`src/rtl/argon_pkg.sv`:
```
// -----------------------------------------------------------------------------
// argon_pkg
//   Shared types and constants for the Argon fetch path.
//
//   pc_src_e       : redirect source select driven by the control unit
//   fetch_state_e  : fetch FSM state encoding (IDLE, REQ, HAVE only)
//   PC_INC_DEFAULT : default auto-increment step applied after each fetch
//   INSTR_W        : instruction word width (fixed at 32 regardless of XLEN)
// -----------------------------------------------------------------------------
package argon_pkg;

  typedef enum logic [1:0] {
    PCSRC_ALU_RESULT = 2'b00,
    PCSRC_ALU_OUT    = 2'b01,
    PCSRC_JUMP       = 2'b10,
    PCSRC_HOLD       = 2'b11
  } pc_src_e;

  typedef enum logic [1:0] {
    ST_IDLE = 2'b00,
    ST_REQ  = 2'b01,
    ST_HAVE = 2'b10
  } fetch_state_e;

  localparam int unsigned PC_INC_DEFAULT = 4;
  localparam int unsigned INSTR_W        = 32;

endpackage : argon_pkg

```
`src/rtl/fetch_unit_if.sv`:
```
// -----------------------------------------------------------------------------
// fetch_unit_if
//   Instruction-memory request/acknowledge bundle between the fetch unit and
//   the instruction memory.
//
//   o_imem_req   : fetch unit -> memory, request pending
//   o_imem_addr  : fetch unit -> memory, fetch address (XLEN)
//   i_imem_ack   : memory -> fetch unit, read data valid this cycle
//   i_imem_rdata : memory -> fetch unit, instruction word (32)
//
//   Modports: master = fetch unit side, slave = memory side.
// -----------------------------------------------------------------------------
interface fetch_unit_if #(
  parameter int XLEN = 32
);

  logic            o_imem_req;
  logic [XLEN-1:0] o_imem_addr;
  logic            i_imem_ack;
  logic [31:0]     i_imem_rdata;

  modport master (
    output o_imem_req,
    output o_imem_addr,
    input  i_imem_ack,
    input  i_imem_rdata
  );

  modport slave (
    input  o_imem_req,
    input  o_imem_addr,
    output i_imem_ack,
    output i_imem_rdata
  );

endinterface : fetch_unit_if

```
`src/rtl/fetch_unit_pc_target_sel.sv`:
```
// -----------------------------------------------------------------------------
// pc_target_sel
//   Purely combinational redirect-target selection for the fetch unit.
//
//   pc_src     : redirect source (pc_src_e)
//   alu_result : candidate target, source 00
//   alu_out    : candidate target, source 01
//   pc         : current (already incremented) PC; supplies the jump region
//                bits and the HOLD value
//   jump_imm   : instruction bits [31:6], the word-index part of a jump
//   target     : selected redirect target
//   misaligned : target has nonzero bits [1:0] and is a real redirect
//                (HOLD never counts as misaligned, it does not move the PC)
// -----------------------------------------------------------------------------
module pc_target_sel
  import argon_pkg::*;
#(
  parameter int XLEN = 32
) (
  input  pc_src_e         pc_src,
  input  logic [XLEN-1:0] alu_result,
  input  logic [XLEN-1:0] alu_out,
  input  logic [XLEN-1:0] pc,
  input  logic [25:0]     jump_imm,
  output logic [XLEN-1:0] target,
  output logic            misaligned
);

  always_comb begin
    // NOTE: every always_comb output gets a default first so no path can
    // leave it unassigned and infer a latch.
    target = pc;
    unique case (pc_src)
      PCSRC_ALU_RESULT: target = alu_result;
      PCSRC_ALU_OUT:    target = alu_out;
      // Region bits come from the post-increment PC, so a jump sitting in the
      // last word of a 256 MiB region lands in the next region.
      PCSRC_JUMP:       target = {pc[XLEN-1:28], jump_imm, 2'b00};
      PCSRC_HOLD:       target = pc;
    endcase
    misaligned = (pc_src != PCSRC_HOLD) && (target[1:0] != 2'b00);
  end

endmodule : pc_target_sel

```
`src/rtl/fetch_unit.sv`:
```
// -----------------------------------------------------------------------------
// fetch_unit
//   Single-outstanding instruction fetcher. A three-state FSM (IDLE, REQ,
//   HAVE) issues one request on the instruction-memory bus, captures the
//   returned word, presents it to the consumer and then either fetches again
//   or parks in IDLE while i_halt is high. Control may redirect the PC only
//   while an instruction is being presented (HAVE).
//
//   Parameters
//     XLEN         : PC / datapath width, must be >= 32
//     RESET_VECTOR : PC value after reset
//     PC_INC       : step added to the PC when a fetch completes
//
//   Ports
//     i_clk, i_reset : clock, asynchronous active-high reset
//     i_halt         : hold off new fetches (an outstanding one completes)
//     i_pc_we        : redirect strobe, honoured in HAVE only
//     i_pc_src       : redirect source (see argon_pkg::pc_src_e)
//     i_alu_result   : redirect operand for source 00
//     i_alu_out      : redirect operand for source 01
//     i_instr_ack    : consumer has taken o_instr
//     imem           : instruction-memory bus (fetch_unit_if.master)
//     o_pc           : next fetch address / post-increment PC
//     o_instr        : last fetched instruction
//     o_instr_valid  : high exactly while in HAVE
//     o_misalign     : sticky misaligned-redirect trap flag
//
//   Build option ARGON_MISALIGN_TRAP_EN:
//     defined   - a misaligned redirect is refused, o_misalign latches high
//                 and the unit parks in IDLE until reset.
//     undefined - redirect targets are word-aligned by clearing bits [1:0];
//                 o_misalign is constant 0.
// -----------------------------------------------------------------------------
module fetch_unit
  import argon_pkg::*;
#(
  parameter int              XLEN         = 32,
  parameter logic [XLEN-1:0] RESET_VECTOR = '0,
  parameter int unsigned     PC_INC       = PC_INC_DEFAULT
) (
  input  logic             i_clk,
  input  logic             i_reset,
  input  logic             i_halt,
  input  logic             i_pc_we,
  input  logic [1:0]       i_pc_src,
  input  logic [XLEN-1:0]  i_alu_result,
  input  logic [XLEN-1:0]  i_alu_out,
  input  logic             i_instr_ack,
  fetch_unit_if.master     imem,
  output logic [XLEN-1:0]  o_pc,
  output logic [31:0]      o_instr,
  output logic             o_instr_valid,
  output logic             o_misalign
);

  localparam logic [XLEN-1:0] PC_STEP = XLEN'(PC_INC);

  fetch_state_e    state;
  logic [XLEN-1:0] pc_q;
  logic [31:0]     instr_q;
  logic            valid_q;
  logic            req_q;
  logic            trapped_q;

  pc_src_e         pc_src;
  logic [XLEN-1:0] sel_target;
  logic            sel_misaligned;
  logic [XLEN-1:0] redirect_pc;
  logic            redirect_traps;
  logic            redirect_moves;

  assign pc_src = pc_src_e'(i_pc_src);

  pc_target_sel #(
    .XLEN (XLEN)
  ) u_pc_target_sel (
    .pc_src     (pc_src),
    .alu_result (i_alu_result),
    .alu_out    (i_alu_out),
    .pc         (pc_q),
    .jump_imm   (instr_q[31:6]),
    .target     (sel_target),
    .misaligned (sel_misaligned)
  );

  // HOLD is filtered here rather than relying on target == pc, so a HOLD
  // never disturbs a PC that is itself unaligned (e.g. an odd RESET_VECTOR).
  assign redirect_moves = i_pc_we && (pc_src != PCSRC_HOLD);

`ifdef ARGON_MISALIGN_TRAP_EN
  assign redirect_pc    = sel_target;
  assign redirect_traps = sel_misaligned;
  assign o_misalign     = trapped_q;
`else
  logic unused_misaligned;
  assign unused_misaligned = sel_misaligned;
  assign redirect_pc    = {sel_target[XLEN-1:2], 2'b00};
  assign redirect_traps = 1'b0;
  assign o_misalign     = 1'b0;
`endif

  // Registered FSM: all handshake outputs are flops updated alongside state.
  always_ff @(posedge i_clk or posedge i_reset) begin
    // NOTE: sequential state uses non-blocking assignments only, so every
    // register samples pre-edge values regardless of statement order.
    if (i_reset) begin
      // NOTE: every register here is control/datapath state with a defined
      // reset value; there is no storage array, so nothing is left unreset.
      state     <= ST_IDLE;
      pc_q      <= RESET_VECTOR;
      instr_q   <= '0;
      valid_q   <= 1'b0;
      req_q     <= 1'b0;
      trapped_q <= 1'b0;
    end else begin
      unique case (state)
        // Ack strobes arriving here (e.g. a late ack for a request abandoned
        // by reset) are deliberately ignored.
        ST_IDLE: begin
          if (!i_halt && !trapped_q) begin
            state <= ST_REQ;
            req_q <= 1'b1;
          end
        end

        // Address is o_pc and cannot change here, since redirects are
        // ignored outside HAVE. i_halt does not abort the fetch.
        ST_REQ: begin
          if (imem.i_imem_ack) begin
            instr_q <= imem.i_imem_rdata;
            pc_q    <= pc_q + PC_STEP;
            req_q   <= 1'b0;
            valid_q <= 1'b1;
            state   <= ST_HAVE;
          end
        end

        ST_HAVE: begin
          if (redirect_moves && redirect_traps) begin
            // Refused redirect: PC keeps its value, the unit parks for good.
            trapped_q <= 1'b1;
            valid_q   <= 1'b0;
            req_q     <= 1'b0;
            state     <= ST_IDLE;
          end else begin
            if (redirect_moves) begin
              pc_q <= redirect_pc;
            end
            // A redirect on the same edge as the consumer ack is already in
            // pc_q when REQ drives the address.
            if (i_instr_ack) begin
              valid_q <= 1'b0;
              if (!i_halt) begin
                req_q <= 1'b1;
                state <= ST_REQ;
              end else begin
                state <= ST_IDLE;
              end
            end
          end
        end

        default: begin
          valid_q <= 1'b0;
          req_q   <= 1'b0;
          state   <= ST_IDLE;
        end
      endcase
    end
  end

  assign imem.o_imem_req  = req_q;
  assign imem.o_imem_addr = pc_q;
  assign o_pc             = pc_q;
  assign o_instr          = instr_q;
  assign o_instr_valid    = valid_q;

endmodule : fetch_unit

```
`src/flat_wrapper.sv`:
```
// flat-port wrapper written by rule: the top's interface ports become plain ports
module fetch_unit_flat import argon_pkg::*;
#(
  parameter int              XLEN         = 32,
  parameter logic [XLEN-1:0] RESET_VECTOR = '0,
  parameter int unsigned     PC_INC       = PC_INC_DEFAULT
)
  (i_clk, i_reset, i_halt, i_pc_we, i_pc_src, i_alu_result, i_alu_out, i_instr_ack, o_pc, o_instr, o_instr_valid, o_misalign, imem_o_imem_req, imem_o_imem_addr, imem_i_imem_ack, imem_i_imem_rdata);
  fetch_unit_if #(.XLEN(XLEN)) imem_i ();
  input  logic i_clk;
  input  logic i_reset;
  input  logic i_halt;
  input  logic i_pc_we;
  input  logic [1:0] i_pc_src;
  input  logic [XLEN-1:0] i_alu_result;
  input  logic [XLEN-1:0] i_alu_out;
  input  logic i_instr_ack;
  output logic [XLEN-1:0] o_pc;
  output logic [31:0] o_instr;
  output logic o_instr_valid;
  output logic o_misalign;
  output wire logic [$bits(imem_i.o_imem_req)-1:0] imem_o_imem_req;
  output wire logic [$bits(imem_i.o_imem_addr)-1:0] imem_o_imem_addr;
  input wire logic [$bits(imem_i.i_imem_ack)-1:0] imem_i_imem_ack;
  input wire logic [$bits(imem_i.i_imem_rdata)-1:0] imem_i_imem_rdata;
  assign imem_o_imem_req = imem_i.o_imem_req;
  assign imem_o_imem_addr = imem_i.o_imem_addr;
  assign imem_i.i_imem_ack = imem_i_imem_ack;
  assign imem_i.i_imem_rdata = imem_i_imem_rdata;
  fetch_unit #(.XLEN(XLEN), .RESET_VECTOR(RESET_VECTOR), .PC_INC(PC_INC)) u_core (.i_clk(i_clk), .i_reset(i_reset), .i_halt(i_halt), .i_pc_we(i_pc_we), .i_pc_src(i_pc_src), .i_alu_result(i_alu_result), .i_alu_out(i_alu_out), .i_instr_ack(i_instr_ack), .imem(imem_i), .o_pc(o_pc), .o_instr(o_instr), .o_instr_valid(o_instr_valid), .o_misalign(o_misalign));
endmodule
```
`config.mk`:
```
export PLATFORM = sky130hd
export DESIGN_NAME = fetch_unit_flat
export DESIGN_NICKNAME = d
export VERILOG_FILES = /design/src/rtl/argon_pkg.sv /design/src/rtl/fetch_unit_if.sv /design/src/rtl/fetch_unit_pc_target_sel.sv /design/src/rtl/fetch_unit.sv /design/src/flat_wrapper.sv
export SDC_FILE = /design/constraint.sdc
export NUM_CORES = 1
export LEC_CHECK = 0
export BUFFER_PORTS_ARGS = -buffer_cell sky130_fd_sc_hd__buf_2
export CORE_AREA = 8 8 127 82
export DETAILED_ROUTE_END_ITERATION = 16
export DIE_AREA = 0 0 135 90
export PLACE_DENSITY = 0.86
export SYNTH_ARGS = -nofsm -noshare
export SYNTH_HDL_FRONTEND = slang
export SYNTH_SLANG_ARGS = --single-unit
```
`constraint.sdc`:
```
create_clock -name i_clk -period 4.8 [get_ports i_clk]
set_input_delay 0.72 -clock i_clk [delete_from_list [all_inputs] [get_ports i_clk]]
set_output_delay 0.72 -clock i_clk [all_outputs]
set_load 0.02 [all_outputs]
```
==> results.yml <==
synthesis:
  synth_area_mm2: 0.004248
  syn_avg_cell_area_um2: 8.313
  synth-seq-area-share_pct: 38.88
  synth-seq-cells: 66
  yosys_warnings: 0
  synth_enable_flop_cells: 0
  synthArstFlopShare_pct: 100.0
  yosysUniqueCellTypes: 57
  syn_inst: 511
  synth_flop_cell: "dfrtp_1"
power:
  p_leak_nw: 2.684
  netSwitchingFraction_pct: 46.48
  power_mw: 3.383
  p_int_mw: 1.810
  p_switching_mw: 1.573
  cellPowerDensity_mw_per_mm2: 639.7
  p_seq_share_pct: 32.6
  peakVddDrop_mv: 0.3416
  clockPowerShare_pct: 20.9
  p_comb_share_pct: 46.5
clocking:
  post-cts-setup-buffer-count: 0
  path_clk_slew_ps: 50
  htreeDepth: 3
  worstSkewPairLatency_ps: 330
  cts_sinks: 66
  cts_tree: "done"
  cts_buffers: 9
  root_buffer: "clkbuf_16"
  cts_resized: 0
  postCtsHoldBufs: 0
  cts_buffer_depth: 2
drt:
  via_count: 4422
  wl_per_cell_um: 18.91
  wirelength_mm: 14.66
  drc_errors: 0
  drtPass1Iterations: 5
  vias_per_cell: 5.706
  drt_iter0_markers: 329
  antenna_left: 0
sta:
  slew_headroom_pct: 25.80
  setup_viol: 0
  post-route-period-util_pct: 55.44
  fin_setup_tns_ps: 0
  hold_slack_ps: 475.0
  period_minus_slack_ps: 2661
  worstMarginPinSlew_ps: 1113
  fmax_mhz: 375.7
  slew_violations: 0
  grt_setup_unrepaired: "no"
  fin_skew_ps: 6.142
  finalHoldViolCount: 0
worst_hold_path:
  hold_depth: 2
  min_delay_worst_endpoint: "u_core.o_instr[3]$_DFFE_PP0P_"
  min_from: "u_core.o_instr[3]$_DFFE_PP0P_"
  hp-class: "reg2reg"
place:
  dpl_cell_area_mm2: 0.004965
  portBuffers: 193
  place_congestion: 0.9311
  dpl.hpwl_mm: 11.23
floorplanning:
  die_h_um: 90
  top_level_ports: 203
  placeableCoreArea_mm2: 0.008716
  fp-row-count: 27
  initial_core_util_pct: 48.74
  die_area_mm2: 0.01215
  die_x_um: 135
final_layout:
  area_delta_synth_final_pct: 24.51
  fin_area_mm2: 0.005289
  fin_util_pct: 60.68
  nets: 760
  drive_above_1_share_pct: 35.96
  diodes: 0
worst_setup_path:
  crit_path_cell_trace: "buf_2, nor2b_2, a21oi_1, o211ai_1, o21ai_1, nor3b_1"
  crit_type: "in2reg"
  slowest_delay_ps: 930
  cp_max_fo: 26
  r2r_cells: 6
  r2r_start: "u_core.state[0]$_DFFE_PP0P_"
  r2r_setup_slack_ps: 2170
  endpoint_kind: "flip-flop"
  r2r-end: "u_core.imem.o_imem_addr[5]$_DFFE_PP0P_"
  slowest_stage: "nor2b_2"
  critPathRequiredTime_ps: 5040
  critPathLaunchType: "input port"
  arrival_ps: 2900
grt:
  overflow: 0
  grt_max_degree: 37
  antenna_found_initial: 0
  grt_use_total_pct: 23.59
  grt_pass1_wl_mm: 23.17
  grt_pass1_vias: 4476
flow_run:
  drv_cap: 0
status:
  status: "complete, no violations"
[kinds of logic after synthesis]
group | Yosys count | synth area share (%)
other cells | 1 | 0.08828
buf+inv | 80 | 11.69
simple gates | 197 | 21.36
fa+ha+maj | 1 | 0.2945
mux | 32 | 7.806
compound gates | 134 | 19.88
flops | 66 | 38.88
[routing by layer]
layer / vias to the layer above / track usage [%] / wire (um)
met5: - / 0 / 0
li1: 2056 / - / -
met2: 228 / 38.26 / 6852
met4: 0 / 5.980 / 155
met3: 12 / 10.39 / 1794
met1: 2126 / 27.96 / 5852
[final cells by class]
type | instances | area [um^2]
Fill cell | 778 | 3427
Tap cell | 116 | 145.1
Inverter | 10 | 37.54
Clock buffer | 14 | 294.0
Multi-Input combinational cell | 369 | 2120
Clock inverter | 1 | 30.03
Sequential cell | 66 | 1652
Timing Repair Buffer | 199 | 1011
[through the flow]
stage | cells | setup slack [ps]
finish | 775 | 2139
floorplan | 515 | 2425
global route | 775 | 1933
CTS | 775 | 2215
global placement | 760 | 1947
detailed placement | 760 | 1866
[Yosys cell counts (3+ instances only)]
cell | n | area share (%)
nor3_1 | 7 | 0.82
a21oi_1 | 44 | 5.2
nor2_1 | 20 | 1.8
buf_1 | 4 | 0.35
o22ai_1 | 7 | 1.0
a311oi_1 | 4 | 0.82
dfrtp_1 | 66 | 39
a221oi_1 | 5 | 1.0
clkbuf_1 | 10 | 0.88
o21ai_0 | 32 | 3.8
buf_4 | 35 | 6.2
nand3_1 | 10 | 1.2
o31ai_1 | 5 | 0.88
nor2b_1 | 3 | 0.44
and4_1 | 3 | 0.62
o22a_1 | 5 | 1.0
nand2_1 | 125 | 11
inv_1 | 9 | 0.80
mux2i_1 | 23 | 5.4
a31oi_1 | 6 | 0.88
o32ai_1 | 3 | 0.62
buf_6 | 5 | 1.3
nand4_1 | 10 | 1.5
mux2_2 | 9 | 2.4
and3_1 | 5 | 0.74
buf_2 | 15 | 1.8
[state kept, by name, indices dropped and copies added, names as in the netlist]
name,count
u_core.imem.o_imem_addr,30
u_core.imem.o_imem_req,1
u_core.o_instr,32
u_core.o_instr_valid,1
u_core.state,2
[worst max-delay path: cells and delay by family]
family	cells	cell delay, ps
AOI/OAI and AO/OA	3	560
buffers and inverters	1	430
and+or+nand+nor	2	1160
[power groups by stage]
stage | Sequential (mW) | Combinational (mW) | Clock, mW
final | 1.10 | 1.57 | 0.708
after global routing | 1.15 | 1.70 | 0.745
after CTS | 1.10 | 1.59 | 0.724
after detailed placement | 1.10 | 1.59 | 0
after global placement | 1.08 | 1.55 | 0
after floorplan | 1.33 | 0.892 | 0
[worst max-delay path by stage]
stage                startpoint                                      end  slack [ps]  cells past startpoint
detailed placement  i_pc_src[0]  u_core.imem.o_imem_addr[24]$_DFFE_PP0P_        1870                      6
global route        i_pc_src[0]  u_core.imem.o_imem_addr[24]$_DFFE_PP0P_        1930                      6
floorplan               i_reset  u_core.imem.o_imem_addr[10]$_DFFE_PP0P_        2430                      1
global placement    i_pc_src[0]  u_core.imem.o_imem_addr[24]$_DFFE_PP0P_        1950                      6
finish              i_pc_src[0]  u_core.imem.o_imem_addr[24]$_DFFE_PP0P_        2140                      6
CTS                 i_pc_src[0]  u_core.imem.o_imem_addr[24]$_DFFE_PP0P_        2210                      6
[placed cells by master (no fill, tap or decap), types with 9 or more instances in the layout]
cell and n:
nand3_1 10, mux2i_1 23, nand2_1 125, clkbuf_16 9, nand4_1 10, buf_2 193, a21oi_1 44, o21ai_0 32
dfrtp_1 66, nor2_1 20, mux2_2 9
(Power assumes the default switching activity.)
